==> src/rtl/ghost_mode_scheduler.sv <==
// ghost_mode_scheduler
//   Sequences the round-wide ghost behaviour: the timed scatter/chase phase
//   schedule, frightened mode after a power pellet (with an end-of-fright
//   flash warning) and the ghost-eaten combo index used for scoring.
//   All timing is counted in frame ticks (i_tick strobes).
//
// Parameters
//   TICKS_PER_SEC  i_tick strobes per second
//   FLASH_SEC      length of the fright-flash warning, in seconds
//   CNT_W          width of the phase and fright tick counters
//   GS_PLAY        game-state code for active play (matches params.vh)
//   GS_PAUSE       game-state code for pause (matches params.vh)
//
// Ports
//   i_clk, i_rst       clock, synchronous active-high reset
//   i_tick             one-cycle frame strobe
//   i_game_state       current game state
//   i_level            current level, 1-based (0 behaves as 1)
//   i_pacman_reload    pulse, restart the round schedule
//   i_power_pellet     pulse, power pellet eaten
//   i_ghost_eaten      pulse, a frightened ghost was eaten
//   o_ghost_mode       0 scatter, 1 chase, 2 fright
//   o_phase            schedule phase 0..7
//   o_mode_reverse     one-cycle pulse, ghosts reverse direction
//   o_fright_active    frightened mode in effect
//   o_fright_flash     fright ends within FLASH_SEC
//   o_ghost_combo      ghosts eaten in this fright, saturating at 3
module ghost_mode_scheduler #(
  parameter int         TICKS_PER_SEC = 60,
  parameter int         FLASH_SEC     = 2,
  parameter int         CNT_W         = 16,
  parameter logic [3:0] GS_PLAY       = 4'd2,
  parameter logic [3:0] GS_PAUSE      = 4'd3
) (
  input  logic       i_clk,
  input  logic       i_rst,
  input  logic       i_tick,
  input  logic [3:0] i_game_state,
  input  logic [7:0] i_level,
  input  logic       i_pacman_reload,
  input  logic       i_power_pellet,
  input  logic       i_ghost_eaten,
  output logic [1:0] o_ghost_mode,
  output logic [2:0] o_phase,
  output logic       o_mode_reverse,
  output logic       o_fright_active,
  output logic       o_fright_flash,
  output logic [1:0] o_ghost_combo
);

  typedef enum logic [1:0] {
    MODE_SCATTER = 2'd0,
    MODE_CHASE   = 2'd1,
    MODE_FRIGHT  = 2'd2
  } mode_e;

  localparam logic [CNT_W-1:0] TPS_C       = CNT_W'(TICKS_PER_SEC);
  localparam logic [CNT_W-1:0] FLASH_TICKS = CNT_W'(FLASH_SEC * TICKS_PER_SEC);

  // Phase length in seconds; phase 7 is unbounded and returns 0.
  function automatic logic [7:0] phase_sec(input logic [7:0] lvl, input logic [2:0] ph);
    logic [7:0] s;
    s = 8'd0;
    case (ph)
      3'd0, 3'd2: s = (lvl >= 8'd5) ? 8'd5 : 8'd7;
      3'd1, 3'd3: s = 8'd20;
      3'd4:       s = 8'd5;
      3'd5:       s = (lvl <= 8'd1) ? 8'd20 : 8'd60;
      3'd6:       s = (lvl <= 8'd1) ? 8'd5 : 8'd1;
      default:    s = 8'd0;
    endcase
    return s;
  endfunction

  // Fright length in seconds; level 0 behaves as level 1, level 7+ has none.
  function automatic logic [7:0] fright_sec(input logic [7:0] lvl);
    logic [7:0] s;
    if (lvl == 8'd0) begin
      s = 8'd6;
    end else if (lvl >= 8'd7) begin
      s = 8'd0;
    end else begin
      s = 8'd7 - lvl;
    end
    return s;
  endfunction

  logic [7:0]       level_q, level_d;
  logic [2:0]       phase_q, phase_d;
  logic [CNT_W-1:0] phase_cnt_q, phase_cnt_d;
  logic             fright_q, fright_d;
  logic [CNT_W-1:0] fright_cnt_q, fright_cnt_d;
  logic [1:0]       combo_q, combo_d;
  mode_e            mode_q, mode_d;
  logic             reverse_q, reverse_d;
  logic             flash_q, flash_d;

  logic [CNT_W-1:0] phase_ticks_s;
  logic [CNT_W-1:0] fright_ticks_s;
  logic             restart_s;

  assign phase_ticks_s  = CNT_W'(phase_sec(level_q, phase_q)) * TPS_C;
  assign fright_ticks_s = CNT_W'(fright_sec(level_q)) * TPS_C;
  assign restart_s      = i_pacman_reload ||
                          ((i_game_state != GS_PLAY) && (i_game_state != GS_PAUSE));

  // Next-state logic: restart, pause freeze, then pellet/eat/tick handling.
  always_comb begin
    level_d      = level_q;
    phase_d      = phase_q;
    phase_cnt_d  = phase_cnt_q;
    fright_d     = fright_q;
    fright_cnt_d = fright_cnt_q;
    combo_d      = combo_q;
    reverse_d    = 1'b0;

    if (restart_s) begin
      level_d      = i_level;
      phase_d      = 3'd0;
      phase_cnt_d  = '0;
      fright_d     = 1'b0;
      fright_cnt_d = '0;
      combo_d      = 2'd0;
    end else if (i_game_state == GS_PAUSE) begin
      level_d = level_q;
    end else if (i_power_pellet) begin
      // Pellet swallows any tick and eat on the same cycle.
      reverse_d = 1'b1;
      if (fright_ticks_s != '0) begin
        fright_d     = 1'b1;
        fright_cnt_d = '0;
        combo_d      = 2'd0;
      end else begin
        fright_d = fright_q;
      end
    end else begin
      if (i_ghost_eaten && fright_q && (combo_q != 2'd3)) begin
        combo_d = combo_q + 2'd1;
      end else begin
        combo_d = combo_q;
      end
      if (i_tick) begin
        if (fright_q) begin
          // Phase counter is suspended while frightened.
          if (fright_cnt_q == (fright_ticks_s - CNT_W'(1))) begin
            fright_d     = 1'b0;
            fright_cnt_d = '0;
          end else begin
            fright_cnt_d = fright_cnt_q + CNT_W'(1);
          end
        end else if (phase_q != 3'd7) begin
          if (phase_cnt_q == (phase_ticks_s - CNT_W'(1))) begin
            phase_d     = phase_q + 3'd1;
            phase_cnt_d = '0;
            reverse_d   = 1'b1;
          end else begin
            phase_cnt_d = phase_cnt_q + CNT_W'(1);
          end
        end else begin
          phase_cnt_d = phase_cnt_q;
        end
      end else begin
        phase_cnt_d = phase_cnt_q;
      end
    end

    // Output mode and flash follow the next state so they land with it.
    if (fright_d) begin
      mode_d = MODE_FRIGHT;
    end else if (phase_d[0]) begin
      mode_d = MODE_CHASE;
    end else begin
      mode_d = MODE_SCATTER;
    end
    flash_d = fright_d && ((fright_ticks_s - fright_cnt_d) <= FLASH_TICKS);
  end

  // State and output registers with synchronous reset.
  always_ff @(posedge i_clk) begin
    if (i_rst) begin
      level_q      <= 8'd0;
      phase_q      <= 3'd0;
      phase_cnt_q  <= '0;
      fright_q     <= 1'b0;
      fright_cnt_q <= '0;
      combo_q      <= 2'd0;
      mode_q       <= MODE_SCATTER;
      reverse_q    <= 1'b0;
      flash_q      <= 1'b0;
    end else begin
      level_q      <= level_d;
      phase_q      <= phase_d;
      phase_cnt_q  <= phase_cnt_d;
      fright_q     <= fright_d;
      fright_cnt_q <= fright_cnt_d;
      combo_q      <= combo_d;
      mode_q       <= mode_d;
      reverse_q    <= reverse_d;
      flash_q      <= flash_d;
    end
  end

  assign o_ghost_mode    = mode_q;
  assign o_phase         = phase_q;
  assign o_mode_reverse  = reverse_q;
  assign o_fright_active = fright_q;
  assign o_fright_flash  = flash_q;
  assign o_ghost_combo   = combo_q;

endmodule

==> config.mk <==
export PLATFORM = sky130hd
export DESIGN_NAME = ghost_mode_scheduler
export DESIGN_NICKNAME = d
export VERILOG_FILES = /design/src/rtl/ghost_mode_scheduler.sv
export SDC_FILE = /design/constraint.sdc
export NUM_CORES = 1
export LEC_CHECK = 0
export ABC_AREA = 0
export BUFFER_PORTS_ARGS = -buffer_cell sky130_fd_sc_hd__buf_2
export CORE_MARGIN = 10
export CORE_UTILIZATION = 25
export DETAILED_ROUTE_END_ITERATION = 6
export SLEW_MARGIN = 20
export SYNTH_ARGS = -nofsm -noshare
export SYNTH_HDL_FRONTEND = slang
export SYNTH_SLANG_ARGS = --single-unit
==> constraint.sdc <==
create_clock -name i_clk -period 7.7 [get_ports i_clk]
set_input_delay 0.385 -clock i_clk [delete_from_list [all_inputs] [get_ports i_clk]]
set_output_delay 0.385 -clock i_clk [all_outputs]
set_load 0.05 [all_outputs]
# [After elaboration in Yosys (flattened, before gate mapping)]
# Cells that the tools add are included.
[op_classes] n_bitwise=3 eq_ne=14 n_mux=38 reduce_logical=17 addsub=8 multipliers=2 n_lt_le_gt_ge=4
[ops] op="2-to-1 mux 16 bit" count=8
[ops] op="adder 16 x 1 -> 16 bit, second input constant" count=2
[ops] op="== test 16 bit" count=2
[ops] op="one-hot mux 6 bit (5 select lines)" count=1
[ops] op="subtractor 14 x 1 -> 15 bit, second input constant" count=2
[ops] op="multiplier 8 x 4 -> 12 bit, second input constant" count=2
[ops] op="2-to-1 mux 1 bit" count=20
[ops] op="greater-or-equal comparator 8 x 3 -> 1 bit, second input constant" count=2
[ops] op="<= comparator 16 x 7 -> 1 bit, second input constant" count=1
[ops] op="2-to-1 mux 8 bit" count=2
[ops] op="nonzero test 16 bit" count=1
[ops] op="subtractor 14 x 16 -> 16 bit" count=1
[ops] op="2-to-1 mux 2 bit" count=5
[ops] op="== test 3 bit, second input constant" count=3
[ops] op="<= comparator 8 x 1 -> 1 bit, second input constant" count=1
[ops] op="logical NOT 8 bit" count=1
[ops] op="!= test 4 x 2 -> 1 bit, second input constant" count=2
[ops] op="OR reduction 2 bit" count=4
[ops] op="subtractor 3 x 8 -> 8 bit, first input constant" count=1
[ops] op="== test 3 x 2 -> 1 bit, second input constant" count=2
[ops] op="2-to-1 mux 6 bit" count=1
[ops] op="AND reduction 6 bit" count=1
[ops] op="AND reduction 5 bit" count=1
[ops] op="== test 4 x 2 -> 1 bit, second input constant" count=1
[ops] op="14 further kinds" count=19
[totals] elab_cells=97 output_inout_bits=10 ff_bits=50 inputBits=18

# [Depth between registers and ports, before layout]
[logic_depth] depth_word=15 mapped_depth=36 ltp_nobuf=34

# [Worst setup path after synthesis]
# Ideal clock, no wire load.
[synth_timing] kind="register to register" start="register level_q[5]" end="register flash_q (netlist: o_fright_flash)" arrival_time_ns=7.777 required_ns=7.613 period_less_slack_ns=7.864 path_buffers=1 stages_incl_launch_ff=30 slack_ns=-0.164 setup_ns=0.087 path_cell_list="dfxtp_1 > or2_2 > or4_1 > clkbuf_1 > nor2_1 > inv_1 > fa_1 > fa_1 > inv_1 > fa_1 > a211oi_1 > o21a_1 > o221ai_2 > or3_1 > or4b_1 > a21o_1 > a211oi_4 > nor2_1 > a221o_1 > o211ai_1 > ha_1 > a21oi_1 > nor2b_1 > o21ai_0 > or3b_2 > o21ai_1 > o21ai_0 > a211oi_1 > o22ai_1 > nor4b_2"
[synth_via] elab_chain_len=15 elab_cells_between_ends=26 cone_classes="add/sub: 3; mul: 1; order compare: 2; eq/ne: 1; mux: 16; reduce/logical: 3"
[synth_rtl] element="from (decl)" line="88" text="logic [7:0] level_q, level_d;"
[synth_rtl] element="from (signal assigned)" line="191" text="level_q <= level_d;"
[synth_rtl] element="subtractor 3 x 8 -> 8 bit / greater-or-equal comparator 8 x 3 -> 1 bit (equally long branches)" line="83, 80"
[synth_rtl] element="2-to-1 mux 8 bit" line="80" text="end else if (lvl >= 8'd7) begin"
[synth_rtl] element="2-to-1 mux 8 bit *" line="78" text="if (lvl == 8'd0) begin"
[synth_rtl] element="multiplier 8 x 4 -> 12 bit *" line="103" text="assign fright_ticks_s = CNT_W'(fright_sec(level_q)) * TPS_C;"
[synth_rtl] element="subtractor 14 x 1 -> 15 bit" line="145" text="if (fright_cnt_q == (fright_ticks_s - CNT_W'(1))) begin"
[synth_rtl] element="== test 16 bit" line="145"
[synth_rtl] element="2-to-1 mux 16 bit" line="145"
[synth_rtl] element="2-to-1 mux 16 bit" line="143" text="if (fright_q) begin"
[synth_rtl] element="2-to-1 mux 16 bit" line="142" text="if (i_tick) begin"
[synth_rtl] element="2-to-1 mux 16 bit" line="126" text="end else if (i_power_pellet) begin"
[synth_rtl] element="2-to-1 mux 16 bit" line="124" text="end else if (i_game_state == GS_PAUSE) begin"
[synth_rtl] element="2-to-1 mux 16 bit" line="117" text="if (restart_s) begin"
[synth_rtl] element="subtractor 14 x 16 -> 16 bit" line="175" text="flash_d = fright_d && ((fright_ticks_s - fright_cnt_d) <= FLASH_TICKS);"
[synth_rtl] element="<= comparator 16 x 7 -> 1 bit" line="175"
[synth_rtl] element="logical AND 1 bit *" line="175"
[synth_rtl] element="to (signal assigned)" line="199" text="flash_q <= flash_d;"
[synth_rtl] element="to (decl)" line="96" text="logic flash_q, flash_d;"
# Mark *: on every way between the ends. The rest lies on a longest branch, timed or not.
# A chain may end at the register's enable or synchronous reset.

# [Worst setup path after layout]
[layout_timing] start="register level_q[6]" end="register flash_q (netlist: o_fright_flash)"
# The elaborated chain is that of the path after synthesis.

==> results.sh <==
export IMPL_status="completed"
export IMPL_comb_power_share_pct=57.8
export IMPL_layout_commonest_cell="nor2_1"
export IMPL_die_y_um=171
export IMPL_ys_types=79
export IMPL_synth_top_family_by_area="simple AND/OR/NAND/NOR gates"
export IMPL_clock_latency_ps=300
export IMPL_antenna_found_initial=0
export IMPL_arrival_ps=7830
export IMPL_io_pins=28
export IMPL_p_leak_nw=2.80
export IMPL_fin_worst_skew_ps=8.32
export IMPL_rows=55
export IMPL_report_final_slew_viol_count=0
export IMPL_grt_pass1_vias=5351
export IMPL_p_per_area_nw_per_um2=168
export IMPL_final_hold_violation_count=0
export IMPL_drt_iter0_drc=371
export IMPL_seqPwrFrac_pct=22.1
export IMPL_setup_viol=0
export IMPL_synth_seq_area_share_pct=17.3
export IMPL_routabilityCongestion=0.917
export IMPL_yosysWarnings=0
export IMPL_viasPerCell=5.10
export IMPL_syn_inst=744
export IMPL_final_nets=900
export IMPL_drv_cap=0
export IMPL_routed_wirelength_mm=16.0
export IMPL_yosys_area_share_simple_pct=26.6
export IMPL_synthXorXnorAreaFrac_pct=10.1
export IMPL_layout_common_cells="nor2_1 (78), nand2_1 (62), inv_1 (51)"
export IMPL_synthMuxAreaShare_pct=0.572
export IMPL_cts_root_buf="clkbuf_16"
export IMPL_ir_worst_vdd_uv=79.2
export IMPL_intPower_mw=0.690
export IMPL_dr_total_vias=5592
export IMPL_syn_avg_cell_area_um2=7.64
export IMPL_max_slew_margin_pct=50.8
export IMPL_finalCriticalPeriod_ps=7620
export IMPL_cts_sinks=49
export IMPL_port_buffers=27
export IMPL_cp_required_ps=7910
export IMPL_die_area_um2=29200
export IMPL_antenna_left=0
export IMPL_first_pass_iters=6
export IMPL_p_sw_mw=0.481
export IMPL_cts_tree="done"
export IMPL_clkPwrFrac_pct=20.0
export IMPL_dp_hpwl_mm=12.6
export IMPL_drcViolationCount=0
export IMPL_floorplan_initialDensity_pct=25.3
export IMPL_htreeDepth=2
export IMPL_async_reset_ff_share_pct=0
export IMPL_synth_edff_count=0
export IMPL_final_area_um2=6950
export IMPL_hold_class="in -> reg"
export IMPL_grt_first_pass_wirelength_mm=26.3
export IMPL_place_area_um2=6390
export IMPL_synthAdderAreaFrac_pct=17.9
export IMPL_path_class="reg -> reg"
export IMPL_ys_seq_elements=49
export IMPL_critPathMaxFanout=5
export IMPL_core_area_um2=22500
export IMPL_cp_start_kind="register"
export IMPL_synth_compound_area_share_pct=22.0
export IMPL_swShare_pct=41.1
export IMPL_min_period_over_period_pct=98.9
export IMPL_antenna_cells=0
export IMPL_wl_per_cell_um=14.6
export IMPL_layout_drive_gt1_share_pct=19.7
export IMPL_grt_util_all_layers_pct=10.8
export IMPL_grt_max_degree=24
export IMPL_critPathCaptureType="register"
export IMPL_layout_area_overhead_vs_synth_pct=22.3
export IMPL_clk_pin_slew_ps=80
export IMPL_fin_util_pct=30.9
export IMPL_ys_flop_type="dfxtp_1"
export IMPL_rsz0062_at_grt="yes"
export IMPL_slowest_delay_ps=590
export IMPL_cts_hold_buf=0
export IMPL_die_w_um=171
export IMPL_syn_area_um2=5690
export IMPL_worst_pin_slew_ps=735
export IMPL_grt_remaining_overflow=0
export IMPL_crit_slowest_cell="or4_4"
export IMPL_max_freq_ghz=0.131
export IMPL_cts_buffer_depth=2
export IMPL_numCtsBuffers=5
## routing by layer
layer	vias to the layer above	global-route usage, %	share of wire [%]
li1	2777	-	-
met1	2627	13.9	45
met2	144	18.2	48
met3	44	1.50	4.9
met4	0	3.70	2.4
met5	-	0	0
## path summary, 6_finish.rpt
kind / from / to / slack (ps) / depth (start not counted)
max: level_q[6]$_SDFFE_PP0N_ / o_fright_flash$_SDFF_PP0_ / 80 / 31
min: i_level[5] / level_q[5]$_SDFFE_PP0N_ / 320 / 3
max reg2reg: level_q[6]$_SDFFE_PP0N_ / o_fright_flash$_SDFF_PP0_ / 80 / 31
min reg2reg: level_q[5]$_SDFFE_PP0N_ / level_q[5]$_SDFFE_PP0N_ / 480 / 2
## worst max-delay path, delay by kind of cell (launching register included)
family	cells	cell delay, ps
adders and majority gates	4	1630
AOI/OAI and AO/OA	14	2640
DFF	1	330
and+or+nand+nor	11	2750
buffers and inverters	2	140
## logic make-up (layout without fill, tap and decap cells)
group | Yosys count | in the layout
xor+xnor | 61 | 61
buf+inv | 79 | 141
mux | 3 | 3
flops | 49 | 49
simple gates | 299 | 299
fa+ha+maj | 71 | 71
compound gates | 180 | 180
other cells | 2 | 8
## state kept, by name, indices dropped and copies added, names as in the netlist
register,cells
o_fright_active,1
o_ghost_combo,2
fright_cnt_q,16
o_fright_flash,1
level_q,8
o_ghost_mode,1
o_phase,3
o_mode_reverse,1
phase_cnt_q,16
## power groups by stage
| stage | sequential, mW | combinational [mW] | clock (mW) |
|---|---|---|---|
| after detailed placement | 0.265 | 0.573 | 0 |
| after global placement | 0.264 | 0.572 | 0 |
| after floorplan | 0.264 | 0.421 | 0 |
| after CTS | 0.259 | 0.595 | 0.237 |
| after global routing | 0.259 | 0.746 | 0.247 |
| final | 0.259 | 0.677 | 0.235 |
## synthesized netlist by cell type (4+ instances only)
cell	instances	area [µm²]
nand2b_1	5	31.3
o221ai_1	5	43.8
inv_1	55	206
o211ai_1	13	97.6
o22ai_1	4	25.0
o21bai_1	4	30.0
nor2b_1	10	62.6
a21boi_0	5	37.5
nand2_1	62	233
nor3b_1	9	67.6
clkbuf_1	19	71.3
nor3_1	24	120
dfxtp_1	49	981
and2_1	12	75.1
nand3_1	23	115
ha_1	54	676
a211oi_1	4	30.0
nand3b_1	8	60.1
o21a_1	7	52.6
xor2_1	26	228
nor4_1	8	50.1
fa_1	17	340
a21oi_1	45	225
o21ai_0	27	135
nand4_1	7	43.8
and3_1	14	87.6
nor2_1	84	315
or2_2	6	37.5
o21ai_1	4	20.0
a21o_1	9	67.6
or4_1	4	30.0
xnor2_1	32	280
a211o_1	6	52.6
a31oi_1	6	37.5
or3_1	11	68.8
## metrics by stage
| step | setup WS [ps] | cells | hold slack [ps] | setup TNS (ps) | power (mW) |
|---|---|---|---|---|---|
| after floorplan | 29.6 | 750 | 427 | 0 | 0.685 |
| after global placement | -342 | 1073 | 445 | -342 | 0.837 |
| after detailed placement | -290 | 1073 | 451 | -290 | 0.837 |
| after CTS | 1.03 | 1086 | 319 | 0 | 1.09 |
| after global routing | -277 | 1097 | 318 | -277 | 1.25 |
| final | 84.5 | 1097 | 319 | 0 | 1.17 |
## timing repair
item | in CTS | in global routing
pin swaps | 9 | 38
setup endpoints to repair | 1 | 1
hold endpoints to repair | 0 | 0
cloned | 0 | 0
gates resized for setup | 16 | 48
setup buffers | 5 | 11
## layout make-up
cell class	count	area, µm²
clock buffers	5	125
clock inverters	3	25.0
fillers	2368	15500
inverters	55	206
multi-input cells	622	4730
flip-flops and latches	49	983
well taps	285	357
repair buffers	78	526
(Power assumes the default switching activity.)
